<file path="src/rtl/conv_result_reader_if.sv">
// Engine-side (conv_*) and stream-side (m_*) signals of the conv2 result reader.
// master = reader, slave = engine/downstream side.
interface conv_result_reader_if #(
    parameter int ADDR_W = 4,
    parameter int DATA_W = 12
);
    logic              conv_rst;
    logic              conv_infer;
    logic [ADDR_W-1:0] conv_addr;
    logic [DATA_W-1:0] conv_out;
    logic              m_valid;
    logic [DATA_W-1:0] m_data;
    logic              m_last;
    logic              m_ready;

    modport master (
        output conv_rst, conv_infer, conv_addr, m_valid, m_data, m_last,
        input  conv_out, m_ready
    );

    modport slave (
        input  conv_rst, conv_infer, conv_addr, m_valid, m_data, m_last,
        output conv_out, m_ready
    );
endinterface

</file>
<file path="src/rtl/conv_result_reader.sv">
// Sequences the conv2 engine (reset, compute window, address reads) and streams
// each result word out on a valid/ready port with last on the final word.
module conv_result_reader #(
    parameter int ADDR_W         = 4,
    parameter int DATA_W         = 12,
    parameter int NUM_OUT        = 9,
    parameter int RST_CYCLES     = 2,
    parameter int COMPUTE_CYCLES = 450,
    parameter int RD_LAT         = 1
) (
    input  logic clk,
    input  logic rst,
    input  logic start,
    output logic busy,
    output logic done,
    conv_result_reader_if.master bus
);
    localparam int MAX_A = (COMPUTE_CYCLES > RST_CYCLES) ? COMPUTE_CYCLES : RST_CYCLES;
    localparam int MAX_C = (MAX_A > RD_LAT) ? MAX_A : RD_LAT;
    localparam int CNT_W = $clog2(MAX_C + 1);
    localparam logic [ADDR_W-1:0] LAST_IDX = ADDR_W'(NUM_OUT - 1);

    typedef enum logic [2:0] {IDLE, ENG_RST, COMPUTE, RD_WAIT, PRESENT, FIN} state_t;

    state_t            state_q, state_d;
    logic [CNT_W-1:0]  cnt_q, cnt_d;
    logic [ADDR_W-1:0] idx_q, idx_d;
    logic              conv_rst_q, conv_rst_d;
    logic              conv_infer_q, conv_infer_d;
    logic [ADDR_W-1:0] conv_addr_q, conv_addr_d;
    logic              m_valid_q, m_valid_d;
    logic [DATA_W-1:0] m_data_q, m_data_d;
    logic              m_last_q, m_last_d;
    logic              busy_q, busy_d;
    logic              done_q, done_d;

    always_ff @(posedge clk) begin
        if (rst) begin
            state_q      <= IDLE;
            cnt_q        <= '0;
            idx_q        <= '0;
            conv_rst_q   <= 1'b0;
            conv_infer_q <= 1'b0;
            conv_addr_q  <= '0;
            m_valid_q    <= 1'b0;
            m_data_q     <= '0;
            m_last_q     <= 1'b0;
            busy_q       <= 1'b0;
            done_q       <= 1'b0;
        end else begin
            state_q      <= state_d;
            cnt_q        <= cnt_d;
            idx_q        <= idx_d;
            conv_rst_q   <= conv_rst_d;
            conv_infer_q <= conv_infer_d;
            conv_addr_q  <= conv_addr_d;
            m_valid_q    <= m_valid_d;
            m_data_q     <= m_data_d;
            m_last_q     <= m_last_d;
            busy_q       <= busy_d;
            done_q       <= done_d;
        end
    end

    always_comb begin
        state_d      = state_q;
        cnt_d        = cnt_q;
        idx_d        = idx_q;
        conv_rst_d   = conv_rst_q;
        conv_infer_d = conv_infer_q;
        conv_addr_d  = conv_addr_q;
        m_valid_d    = m_valid_q;
        m_data_d     = m_data_q;
        m_last_d     = m_last_q;
        busy_d       = busy_q;
        done_d       = 1'b0;
        case (state_q)
            IDLE: begin
                if (start) begin
                    state_d    = ENG_RST;
                    conv_rst_d = 1'b1;
                    busy_d     = 1'b1;
                    cnt_d      = '0;
                    idx_d      = '0;
                end
            end
            ENG_RST: begin
                if (cnt_q == CNT_W'(RST_CYCLES - 1)) begin
                    state_d    = COMPUTE;
                    conv_rst_d = 1'b0;
                    cnt_d      = '0;
                end else begin
                    cnt_d = cnt_q + CNT_W'(1);
                end
            end
            COMPUTE: begin
                if (cnt_q == CNT_W'(COMPUTE_CYCLES - 1)) begin
                    state_d      = RD_WAIT;
                    conv_infer_d = 1'b1;
                    conv_addr_d  = idx_q;
                    cnt_d        = '0;
                end else begin
                    cnt_d = cnt_q + CNT_W'(1);
                end
            end
            RD_WAIT: begin
                // cnt counts edges since the address was driven; capture once the engine latency has elapsed
                if (cnt_q == CNT_W'(RD_LAT)) begin
                    state_d   = PRESENT;
                    m_valid_d = 1'b1;
                    m_data_d  = bus.conv_out;
                    m_last_d  = (idx_q == LAST_IDX);
                end else begin
                    cnt_d = cnt_q + CNT_W'(1);
                end
            end
            PRESENT: begin
                if (bus.m_ready) begin
                    m_valid_d = 1'b0;
                    m_last_d  = 1'b0;
                    cnt_d     = '0;
                    if (idx_q == LAST_IDX) begin
                        state_d      = FIN;
                        conv_infer_d = 1'b0;
                        conv_addr_d  = '0;
                        done_d       = 1'b1;
                    end else begin
                        state_d     = RD_WAIT;
                        idx_d       = idx_q + ADDR_W'(1);
                        conv_addr_d = idx_q + ADDR_W'(1);
                    end
                end
            end
            FIN: begin
                state_d = IDLE;
                busy_d  = 1'b0;
            end
            default: state_d = IDLE;
        endcase
    end

    assign bus.conv_rst   = conv_rst_q;
    assign bus.conv_infer = conv_infer_q;
    assign bus.conv_addr  = conv_addr_q;
    assign bus.m_valid    = m_valid_q;
    assign bus.m_data     = m_data_q;
    assign bus.m_last     = m_last_q;
    assign busy           = busy_q;
    assign done           = done_q;
endmodule

</file>
<file path="src/flat_wrapper.sv">
// flat-port wrapper written by rule: the top's interface ports become plain ports
module conv_result_reader_flat 
#(
    parameter int ADDR_W         = 4,
    parameter int DATA_W         = 12,
    parameter int NUM_OUT        = 9,
    parameter int RST_CYCLES     = 2,
    parameter int COMPUTE_CYCLES = 450,
    parameter int RD_LAT         = 1
)
  (clk, rst, start, busy, done, bus_conv_rst, bus_conv_infer, bus_conv_addr, bus_m_valid, bus_m_data, bus_m_last, bus_conv_out, bus_m_ready);
  conv_result_reader_if #(.ADDR_W(ADDR_W), .DATA_W(DATA_W)) bus_i ();
  input  logic clk;
  input  logic rst;
  input  logic start;
  output logic busy;
  output logic done;
  output wire logic [$bits(bus_i.conv_rst)-1:0] bus_conv_rst;
  output wire logic [$bits(bus_i.conv_infer)-1:0] bus_conv_infer;
  output wire logic [$bits(bus_i.conv_addr)-1:0] bus_conv_addr;
  output wire logic [$bits(bus_i.m_valid)-1:0] bus_m_valid;
  output wire logic [$bits(bus_i.m_data)-1:0] bus_m_data;
  output wire logic [$bits(bus_i.m_last)-1:0] bus_m_last;
  input wire logic [$bits(bus_i.conv_out)-1:0] bus_conv_out;
  input wire logic [$bits(bus_i.m_ready)-1:0] bus_m_ready;
  assign bus_conv_rst = bus_i.conv_rst;
  assign bus_conv_infer = bus_i.conv_infer;
  assign bus_conv_addr = bus_i.conv_addr;
  assign bus_m_valid = bus_i.m_valid;
  assign bus_m_data = bus_i.m_data;
  assign bus_m_last = bus_i.m_last;
  assign bus_i.conv_out = bus_conv_out;
  assign bus_i.m_ready = bus_m_ready;
  conv_result_reader #(.ADDR_W(ADDR_W), .DATA_W(DATA_W), .NUM_OUT(NUM_OUT), .RST_CYCLES(RST_CYCLES), .COMPUTE_CYCLES(COMPUTE_CYCLES), .RD_LAT(RD_LAT)) u_core (.clk(clk), .rst(rst), .start(start), .busy(busy), .done(done), .bus(bus_i));
endmodule
</file>
<file path="config.mk">
export PLATFORM = sky130hd
export DESIGN_NAME = conv_result_reader_flat
export DESIGN_NICKNAME = d
export VERILOG_FILES = /design/src/rtl/conv_result_reader_if.sv /design/src/rtl/conv_result_reader.sv /design/src/flat_wrapper.sv
export SDC_FILE = /design/constraint.sdc
export NUM_CORES = 1
export LEC_CHECK = 0
export ABC_AREA = 1
export BUFFER_PORTS_ARGS = -buffer_cell sky130_fd_sc_hd__buf_2
export CAP_MARGIN = 20
export CORE_ASPECT_RATIO = 1.25
export CORE_MARGIN = 2
export CORE_UTILIZATION = 50
export CTS_BUF_LIST = sky130_fd_sc_hd__clkbuf_8 sky130_fd_sc_hd__clkbuf_16
export DETAILED_ROUTE_END_ITERATION = 12
export MAX_ROUTING_LAYER = met4
export PLACE_DENSITY = 0.74
export SLEW_MARGIN = 20
export SYNTH_ARGS = -nofsm -noshare
export SYNTH_HDL_FRONTEND = slang
export SYNTH_SLANG_ARGS = --single-unit
</file>
<file path="constraint.sdc">
create_clock -name clk -period 1.92 [get_ports clk]
set_input_delay 0.192 -clock clk [delete_from_list [all_inputs] [get_ports clk]]
set_output_delay 0.192 -clock clk [all_outputs]
set_load 0.005 [all_outputs]
</file>
# Yosys cells after proc, flatten, opt, wreduce, memory -nomap -nowiden
# Index checks and enable logic that the tools add are counted.
[totals]
out_inout_bits = 22
inputBits = 16
register_bits = 38
[classes]
mux = 35
bitwise = 2
add_sub_neg = 2
eq_ne = 16
n_reduce_logical = 17
[ops]
columns = ["cell", "count"]
rows = [
  ["$mux 9", 5],
  ["$pmux 9 s5", 1],
  ["$mux 4", 6],
  ["$mux 3", 6],
  ["$pmux 4 s2", 2],
  ["$pmux 3 s5", 1],
  ["$reduce_and 4->1", 3],
  ["$pmux 1 s2", 5],
  ["$reduce_bool 2->1", 5],
  ["$add 9x1->9 const B", 1],
  ["$eq 9x1->1 const B", 1],
  ["$eq 9x9->1 const B", 1],
  ["$mux 1", 9],
  ["$reduce_and 3->1", 3],
  ["$ne 2x1->1 const B", 4],
  ["$ne 2x2->1 const B", 4],
  ["$eq 3x2->1 const B", 2],
  ["$eq 3x3->1 const B", 2],
  ["$reduce_and 5->1", 1],
  ["$reduce_bool 5->1", 1],
  ["$add 4x1->4 const B", 1],
  ["$eq 4x4->1 const B", 1],
  ["$reduce_and 2->1", 2],
  ["$eq 3x1->1 const B", 1],
  ["other kinds (3)", 4],
]

# Longest topological paths before layout
# Gate-level depths: netlist of the first run.
[depth]
ltp_word = 4
mapped_depth = 11
mapped_depth_nobuf = 11

# Worst setup path after synthesis of the first run
# Ideal clock, no wire load.
[synth_path]
path_type = "register to register"
startpoint = "register u_core.cnt_q[0]"
endpoint = "register u_core.cnt_q[4]"
path_buffers = 0
t_arrival_ns = 1.346
path_stages_with_launch = 11
setup_ns = 0.112
path_slack_ns = 0.462
cell_sequence = "dfxtp_1 ha_1 nand2_1 nor2_1 nand2_1 nand2_1 nand3_2 inv_1 nand2_1 nand2_1 nor2_1"
[synth_via]
elab_chain_cells = 3
word_cells_on_any_way = 9
classes_between = "add/sub (1); eq/ne (3); mux (4); reduce/logical (1)"
[synth_lines]
columns = ["element", "line_no", "text"]
rows = [
  ["start: declaration", "conv_result_reader.sv:26", "logic [CNT_W-1:0] cnt_q, cnt_d;"],
  ["start signal: assignment", "conv_result_reader.sv:52", "cnt_q <= cnt_d;"],
  ["$add 9x1->9, or another cell as far along", "conv_result_reader.sv:93, conv_result_reader.sv:103, conv_result_reader.sv:114", ""],
  ["$mux 9, or another cell as far along", "conv_result_reader.sv:108", "if (cnt_q == CNT_W'(RD_LAT)) begin"],
  ["$pmux 9 s5 or $reduce_and 4->1 (tied branches)", "--", ""],
]
# Several ways; a longest one is shown, not always the timed one. The select of a mux whose other input is x is not followed.
# A chain may end at the register's enable or synchronous reset.

# Worst setup path in the final report of the first run
[layout_path]
startpoint = "register u_core.state_q[1]"
endpoint = "register u_core.conv_addr_q[0], in the netlist u_core.bus.conv_addr[0]"
[layout_via]
elab_chain_cells = 3
word_cells_on_any_way = 7
classes_between = "eq/ne (4); mux (1); reduce/logical (2)"
[layout_lines]
columns = ["element", "line_no", "text"]
rows = [
  ["start: declaration", "conv_result_reader.sv:25", "state_t state_q, state_d;"],
  ["start signal: assignment", "conv_result_reader.sv:51", "state_q <= state_d;"],
  ["$eq 3x2->1 or $eq 3x3->1 (tied branches)", "conv_result_reader.sv:77", "case (state_q)"],
  ["$ne 2x1->1 (no line), or another cell as far along", "--", ""],
  ["$reduce_and 3->1 (no line)", "--", ""],
  ["end signal: assignment", "conv_result_reader.sv:56", "conv_addr_q <= conv_addr_d;"],
  ["end: declaration", "conv_result_reader.sv:30", "logic [ADDR_W-1:0] conv_addr_q, conv_addr_d;"],
]
# Several ways; a longest one is shown, not always the timed one.

==> results of run 1 <==
kinds of logic (layout without fill, tap and decap cells):
group | Yosys count | in the layout | share of synthesized area
buffers and inverters | 35 | 76 | 0.0768
adder cells (fa/ha/maj) | 4 | 4 | 0.0269
AND/OR/NAND/NOR | 148 | 148 | 0.353
AO/OA/AOI/OAI | 43 | 43 | 0.125
flip-flops | 38 | 38 | 0.409
XOR/XNOR | 2 | 2 | 0.00943
area by class of cell:
class,count,area [µm²],share of cell area
Inverter,29,109,0.0502
Sequential cell,38,761,0.351
Multi-Input combinational cell,197,955,0.440
Timing Repair Buffer,39,200,0.0923
Tap cell,39,48.8,0.0225
Clock buffer,6,82.6,0.0381
Clock inverter,2,12.5,0.00577
layer usage:
metal,track usage,up-vias
met5,-,-
met4,0.111,0
met1,0.270,773
li1,-,950
met2,0.328,50
met3,0.0446,11
per-stage QoR:
stage / power [µW] / instance area [µm²]
after floorplan: 1610 / 1860
after global placement: 1790 / 2070
after detailed placement: 1790 / 2070
after CTS: 2370 / 2170
after global routing: 2530 / 2170
final: 2360 / 2170
sequential cells by signal (all words and copies together) (netlist names), 3 cells and up:
| register | count |
|---|---|
| u_core.state_q | 3 |
| u_core.bus.conv_addr | 4 |
| u_core.idx_q | 4 |
| u_core.cnt_q | 9 |
| u_core.bus.m_data | 12 |
critical path, delay by kind of cell, from the launching register on:
family	cells	cell delay (ns)
flops	1	0.49
simple gates	7	0.87
buf+inv	2	0.25
where the power goes:
group,switching [µW],leakage [µW],internal (µW)
Clock,285,0.0000472,288
Combinational,549,0.000626,275
Sequential,87.8,0.000308,875
placed cells by master, fill, tap and decap left out, types with 2 or more instances in the layout:
cell	instances
inv_2	5
xor2_1	2
clkbuf_8	6
nand4_1	4
o21bai_1	2
inv_1	24
dfxtp_1	38
nand2_1	81
nand3_2	2
o21ai_0	9
nand3_1	15
nor3_1	7
a21oi_1	28
ha_1	4
nor2_1	32
buf_2	37
buf_4	2
worst paths after layout:
path,end,start
setup / recovery,u_core.bus.conv_addr[0],u_core.state_q[1]
hold / removal,u_core.bus.m_data[0],bus_conv_out[0]
setup reg to reg,u_core.bus.conv_addr[0],u_core.state_q[1]
hold reg to reg,u_core.bus.m_data[5],u_core.bus.m_data[5]
==> results.toml, run 1 <==
[logic_synthesis]
synth_area_leaders = "dfxtp_1 41%, nand2_1 16%, a21oi_1 7.5%, nor2_1 6.5%, inv_1 4.8%"
synth_area_um2 = 1860
syn_inst = 270
yosysTopAreaCell = "dfxtp_1"
syn_nets = 290
netlist.area_leader.share = 0.409
synth-seq-cells = 38
seq_area_frac_synth = 0.409
ys.flop_type = "dfxtp_1"
synth_edf_count = 0
synth.distinct_cells = 28
netlist_top_cells_count = "81 x nand2_1, 38 x dfxtp_1, 32 x nor2_1, 28 x a21oi_1, 24 x inv_1"
synthArstFlopShare = 0
ys_warn_count = 0
synth_most_common_cell = "nand2_1"
syn_avg_cell_area_um2 = 6.88

[die]
fp-row-count = 24
ios = 38
core_um2 = 3510
die_w_um = 58.5
die_h_um = 72.2
die_area_um2 = 4220
initial_utilization = 0.529

[clock_network]
clkLatencyLatePin_ns = 0.30
post-cts-setup-buffers = 0
cts-root-buf = "clkbuf_8"
clk_pin_slew_ns = 0.08
ctsLongestPathBuffers = 2
cts_buffers = 5
cts_tree = "done"
h-tree-depth = 2
ctsResizeCount = 0
ctsHoldBuffers = 0
cts.sinks = 38

[critical_path]
slowest_stage = "dfxtp_1"
path_max_fanout = 6
r2r_cells = 9
path_cells = "inv_2, nor3_1, nand3_1, nand2_1, nand2_1, inv_1, nand2_1, nand2_1, nor2_1"
crit_type = "reg2reg"
start_kind = "register"
slowest_delay_ns = 0.49
rrSetupSlack_ns = 0.22
worstPathRequired_ns = 2.11
cpMostUsedCell = "nand2_1"
cp.arrival_ns = 1.89
end_kind = "register"

[detailed_routing]
vias_per_cell = 5.10
route.detailed.drc = 0
wl_met3_um = 186
highest_layer = "met4"
drt-met1-wl_mm = 1.86
ant_nets = 0
first_pass_iters = 4
dr.first_iter.drc_count = 55
wirelength_mm = 4.05
route.met2.wl_mm = 1.91
routedWlPerCell_um = 11.6
num_vias = 1784

[outcome]
status = "completed"

[finish]
area_growth_pct = 16.7
nets = 330
utilization = 0.617
antennaDiodeCount = 0
drive_above_1_share = 0.193
nFillCells = 332
final_cell_count_no_fill = 350

[timing]
worst_pin_slew_ns = 0.448
final_hold_viol_count = 0
period_minus_slack_ns = 1.70
drv_slew = 0
clock_skew_ns = 0.00854
max_freq_mhz = 590
setup_viol = 0
final.setup.worst_slack_ns = 0.224
hold_ws_ns = 0.134
setup_tns_ns = 0
period_share = 0.883
rsz0062_at_grt = "no"
slew_headroom = 0.699

[global_routing]
grt_pass1_vias = 1685
grt_max_degree = 20
grt-ovfl-total = 0
antenna_found_initial = 0
grt_util_all_layers = 0.217
grt_pass1_wl_mm = 6.94

[power_and_ir_drop]
irDropWorstVdd_v = 0.000634
powerDensity_nw_per_um2 = 1090
p_leak_uw = 0.000981

[placement]
post-place-ws_ns = 0.258
dp.cells = 342
routabilityCongestion = 0.827
place_hpwl_mm = 3.01
port_buffers = 37

[run]
cap_viol_max_count = 0

[worst_hold_path]
holdPathStages = 3
hp-class = "in2reg"
Note: power is estimated with default switching activity, not from simulation.
==> inputs of run 2 (changes only) <==
--- a/config.mk
+++ b/config.mk
@@ -5,16 +5,13 @@
 export SDC_FILE = /design/constraint.sdc
 export NUM_CORES = 1
 export LEC_CHECK = 0
-export ABC_AREA = 1
 export BUFFER_PORTS_ARGS = -buffer_cell sky130_fd_sc_hd__buf_2
 export CAP_MARGIN = 20
 export CORE_ASPECT_RATIO = 1.25
-export CORE_MARGIN = 2
 export CORE_UTILIZATION = 50
 export CTS_BUF_LIST = sky130_fd_sc_hd__clkbuf_8 sky130_fd_sc_hd__clkbuf_16
 export DETAILED_ROUTE_END_ITERATION = 12
-export MAX_ROUTING_LAYER = met4
-export PLACE_DENSITY = 0.74
+export PLACE_DENSITY = 0.73
 export SLEW_MARGIN = 20
 export SYNTH_ARGS = -nofsm -noshare
 export SYNTH_HDL_FRONTEND = slang
==> results.toml, run 2 <==
[logic_synthesis]
seq_area_frac_synth = 0.376
synth_edf_count = 0
yosysTopAreaCell = "dfxtp_1"
ys.flop_type = "dfxtp_1"
synth.distinct_cells = 54
netlist_top_cells_count = "38 x dfxtp_1, 32 x nand2_1, 22 x a21oi_1, 16 x nor2_1, 16 x o21ai_0"
netlist.area_leader.share = 0.376
synth_most_common_cell = "dfxtp_1"
syn_nets = 271
synth_area_leaders = "dfxtp_1 38%, nand2_1 5.9%, a21oi_1 5.4%, o21ai_0 4.0%, nor3_1 3.0%"
synthArstFlopShare = 0
synth_area_um2 = 2020
ys_warn_count = 0
syn_inst = 251
syn_avg_cell_area_um2 = 8.06
synth-seq-cells = 38

[timing]
setup_viol = 10
setup_tns_ns = -0.264
drv_slew = 0
max_freq_mhz = 496
clock_skew_ns = 0.00478
final.setup.worst_slack_ns = -0.0976
slew_headroom = 0.686
rsz0062_at_grt = "yes"
worst_pin_slew_ns = 0.458
period_share = 1.05
final_hold_viol_count = 0
period_minus_slack_ns = 2.02

[critical_path]
slowest_delay_ns = 0.48
cp.arrival_ns = 2.22
crit_type = "reg2reg"
critPathTopFamily = "simple AND/OR/NAND/NOR gates"
rrSetupSlack_ns = -0.1
startpoint = "u_core.cnt_q[1]"
slowest_stage = "or4b_4"
path_cells = "inv_2, ha_4, or4b_4, o41a_1, or4_1, o211a_1"
worstPathRequired_ns = 2.12
worstSetupEndpoint = "u_core.bus.conv_addr[0]"
path_depth = 6
start_kind = "register"
critPathBufInv = 1
r2r_cells = 6
path_max_fanout = 4
r2r-end = "u_core.bus.conv_addr[0]"
r2r-start = "u_core.cnt_q[1]"
end_kind = "register"

[global_routing]
grt_pass1_wl_mm = 8.56
antenna_found_initial = 0
grt-ovfl-total = 0
grt_max_degree = 25
use_met3 = 0.0550
grt_pass1_vias = 1815
use_met1 = 0.323
grt_util_all_layers = 0.262
use_met2 = 0.444
busiest_layer = "met2"

[placement]
place_hpwl_mm = 3.84
postPlaceCellArea_um2 = 2480
routabilityCongestion = 0.906
port_buffers = 37
post-place-ws_ns = -0.0953

[detailed_routing]
wirelength_mm = 5.63
vias_per_cell = 5.77
routedWlPerCell_um = 15.2
ant_nets = 0
first_pass_iters = 5
dr.first_iter.drc_count = 102
route.detailed.drc = 0
num_vias = 2135

[clock_network]
h-tree-depth = 2
cts_buffers = 5
clkLatencyLatePin_ns = 0.30
cts-root-buf = "clkbuf_8"
ctsLongestPathBuffers = 2
clk_pin_slew_ns = 0.08
ctsHoldBuffers = 0
cts_tree = "done"
cts.sinks = 38

[die]
core_um2 = 3820
initial_utilization = 0.530
die_w_um = 58.9
die_h_um = 73.1
fp-row-count = 25
die_area_um2 = 4310
ios = 38

[power_and_ir_drop]
irDropWorstVdd_v = 0.000689
sw_frac_of_total = 0.348
power.internal_uw = 2010
p_seq_frac = 0.317
comb_power_share = 0.411
switchingPower_uw = 1070
p_total_uw = 3080
p_leak_uw = 0.00113
powerDensity_nw_per_um2 = 1100
p_clk_frac = 0.272

[finish]
nets = 335
antennaDiodeCount = 0
largest_register_ff_count = 12
finalInstanceArea_um2 = 2820
nFillCells = 281
final_cell_mix = "37 x buf_2, 35 x dfxtp_1, 34 x buf_4, 20 x nand2_1, 16 x nor2_1"
drive_above_1_share = 0.396
final_common_cell = "buf_2"
area_growth_pct = 39.1

[run]
cap_viol_max_count = 0

[outcome]
status = "finished, violations left"
violations = "negative setup slack"

[worst_hold_path]
hp-class = "in2reg"
-- run 2: cell count changes after synthesis, sizes merged, moves of 4 or more --
cell | previous run | this run
inv | 29 | 8
a21oi | 28 | 22
nand3 | 18 | 9
nand2 | 82 | 32
nor3 | 8 | 12
o21ai | 9 | 16
nor2 | 34 | 16
clkbuf | 4 | 12
o211ai | 0 | 5
a211oi | 0 | 6
-- run 2: cells by family (layout without fill, tap and decap cells) --
kind of cell    after synthesis  in the layout  share of synthesized area
buf+inv                      26             91                     0.0538
flops                        38             38                      0.376
simple gates                 98             98                      0.252
fa+ha+maj                     4              4                     0.0247
mux                           2              2                     0.0105
compound gates               83             83                      0.283
-- run 2: layout make-up --
type	instances	area, µm²	area share
clock buffers	5	68.8	0.0244
inverters	9	33.8	0.0120
flip-flops and latches	38	764	0.272
multi-input cells	187	1320	0.469
clock inverters	3	68.8	0.0244
well taps	54	67.6	0.0240
repair buffers	74	492	0.175
-- run 2: routing by layer --
layer | vias to the layer above | share of wire
li1 | 1068 | -
met1 | 1008 | 0.42
met2 | 51 | 0.53
met3 | 8 | 0.036
met4 | 0 | 0.012
met5 | - | 0
-- run 2: worst min-delay path by stage --
stage	start	end	depth (start not counted)
finish	bus_conv_out[8]	u_core.bus.m_data[8]	3
global route	bus_conv_out[10]	u_core.bus.m_data[10]	3
CTS	bus_conv_out[1]	u_core.bus.m_data[1]	3
detailed placement	u_core.bus.m_data[11]	u_core.bus.m_data[11]	2
global placement	u_core.bus.m_data[7]	u_core.bus.m_data[7]	2
floorplan	bus_conv_out[0]	u_core.bus.m_data[0]	2
-- run 2: metrics by stage --
stage	instances	utilization	hold WS, ns
2_1_floorplan	251	-	0.332
3_3_place_gp	360	0.651	0.435
3_5_place_dp	360	0.651	0.440
4_1_cts	369	0.692	0.121
5_1_grt	370	0.738	0.120
6_report	370	0.738	0.129
-- run 2: power groups by stage --
stage	logic (µW)	clock network [µW]	registers, µW
floorplan	741	0	952
global placement	1120	0	985
detailed placement	1140	0	990
CTS	1170	849	972
global route	1370	880	995
finish	1270	838	978
-- run 2: tightest hold or removal path, stage by stage --
cell,delay (ns)
buf_2,0.09
nand2_1,0.05
a21oi_1,0.05
-- run 2: repair_timing --
item	CTS	global route
endpoints found under the setup margin	6	29
hold endpoints to repair	0	0
cloned	0	1
setup buffers	1	0
pin swaps	1	11
gates resized for setup	3	40
==> inputs of run 3 (changes only) <==
==> constraint.sdc (replaced) <==
create_clock -name clk -period 2.5 [get_ports clk]
set_input_delay 0.25 -clock clk [delete_from_list [all_inputs] [get_ports clk]]
set_output_delay 0.25 -clock clk [all_outputs]
set_load 0.005 [all_outputs]
==> results.toml, run 3 (synthesized netlist as in run 2, its figures left out) <==
[global_routing]
grt-ovfl-total = 0
antenna_found_initial = 0
grt_max_degree = 25
grt_pass1_wl_mm = 8.34
grt_util_all_layers = 0.252
grt_pass1_vias = 1751

[finish]
utilization = 0.636
nets = 309
largest_register_ff_count = 12
antennaDiodeCount = 0
area_growth_pct = 19.9
drive_above_1_share = 0.221
nFillCells = 350
final_common_cell = "dfxtp_1"
regArea_um2 = 761
multi_input_area_um2 = 1150
final_cell_mix = "38 x dfxtp_1, 37 x buf_2, 32 x nand2_1, 22 x a21oi_1"
finalInstanceArea_um2 = 2430

[die]
initial_utilization = 0.530
fp-row-count = 25
core_um2 = 3820
ios = 38
die_h_um = 73.1
die_w_um = 58.9
die_area_um2 = 4310

[detailed_routing]
route.detailed.drc = 0
routedWlPerCell_um = 14.4
ant_nets = 0
vias_per_cell = 5.91
wirelength_mm = 4.96
num_vias = 2032
dr.first_iter.drc_count = 178
first_pass_iters = 4

[critical_path]
slowest_delay_ns = 0.52
worstPathRequired_ns = 2.69
critPathTopFamily = "simple AND/OR/NAND/NOR gates"
cp.arrival_ns = 2.51
crit_type = "reg2reg"
path_max_fanout = 5
path_cells = "inv_1, ha_1, or4b_4, o41a_1, or4_1, o211a_1"
critPathBufInv = 1
start_kind = "register"
end_kind = "register"
slowest_stage = "or4_1"

[clock_network]
clk_pin_slew_ns = 0.07
cts_buffers = 5
cts_tree = "done"
ctsHoldBuffers = 0
ctsResizeCount = 0
cts.sinks = 38
post-cts-setup-buffers = 0
h-tree-depth = 2
cts-root-buf = "clkbuf_8"
clkLatencyLatePin_ns = 0.29
ctsLongestPathBuffers = 2

[power_and_ir_drop]
irDropWorstVdd_v = 0.000418
powerDensity_nw_per_um2 = 887
p_leak_uw = 0.000952

[timing]
slew_headroom = 0.461
rsz0062_at_grt = "no"
period_share = 0.928
final_hold_viol_count = 0
max_freq_mhz = 431
setup_viol = 0
drv_slew = 0
period_minus_slack_ns = 2.32
clock_skew_ns = 0.00485
setup_tns_ns = 0
worst_pin_slew_ns = 0.807

[placement]
place_hpwl_mm = 3.46
port_buffers = 37
postPlaceCellArea_um2 = 2280
routabilityCongestion = 0.943

[worst_hold_path]
hp-class = "in2reg"

[outcome]
status = "completed"

[run]
cap_viol_max_count = 0
==> run 3: cell count changes in the layout (fill, tap and decap cells not counted), moves of 3 or more <==
cell     delta
nor3_1      +3
a21oi_1     +7
nand2_4     -4
nand2_1    +12
buf_4      -23
a21oi_2     -7
dfxtp_2     -3
nand2_2     -8
dfxtp_1     +3
==> run 3: layer usage <==
| layer | wire, µm | track usage | part of all wire |
|---|---|---|---|
| met1 | 2240 | 0.331 | 0.45 |
| met2 | 2360 | 0.394 | 0.47 |
| met3 | 287 | 0.0479 | 0.058 |
| met4 | 81 | 0.122 | 0.016 |
| met5 | 0 | 0 | 0 |
==> run 3: final cells by class <==
class                      count  area share
multi-input combinational    187       0.476
sequential                    38       0.314
timing repair buffer          48       0.110
clock buffer                   6      0.0340
tap                           54      0.0278
clock inverter                 2      0.0248
inverter                       9      0.0139
==> run 3: where the power goes <==
part	internal [µW]	switching [µW]
registers	667	136
clock network	425	215
logic	331	378
==> run 3: worst paths after layout <==
path,from,endpoint,slack (ns),depth (start not counted)
worst max-delay path,u_core.cnt_q[1],u_core.bus.conv_addr[0],0.18,6
worst min-delay path,bus_conv_out[7],u_core.bus.m_data[7],0.19,3
worst max register to register,u_core.cnt_q[1],u_core.bus.conv_addr[0],0.18,6
worst min register to register,u_core.bus.m_data[0],u_core.bus.m_data[0],0.45,2
==> run 3: metrics by stage <==
step | setup slack, ns | total power, µW | cells | hold slack (ns)
detailed placement | 0.210 | 1500 | 336 | 0.441
global route | 0.0937 | 2270 | 344 | 0.204
CTS | 0.185 | 2150 | 344 | 0.187
global placement | 0.245 | 1500 | 336 | 0.436
floorplan | 0.277 | 1280 | 251 | 0.390
finish | 0.180 | 2150 | 344 | 0.195
==> run 3: worst register-to-register path, delay by kind of cell, from the launching register on <==
| kind | cells | cell delay, ns |
|---|---|---|
| buffers and inverters | 1 | 0.06 |
| flip-flops | 1 | 0.35 |
| AND/OR/NAND/NOR | 2 | 1.02 |
| adder cells (fa/ha/maj) | 1 | 0.16 |
| AO/OA/AOI/OAI | 2 | 0.62 |
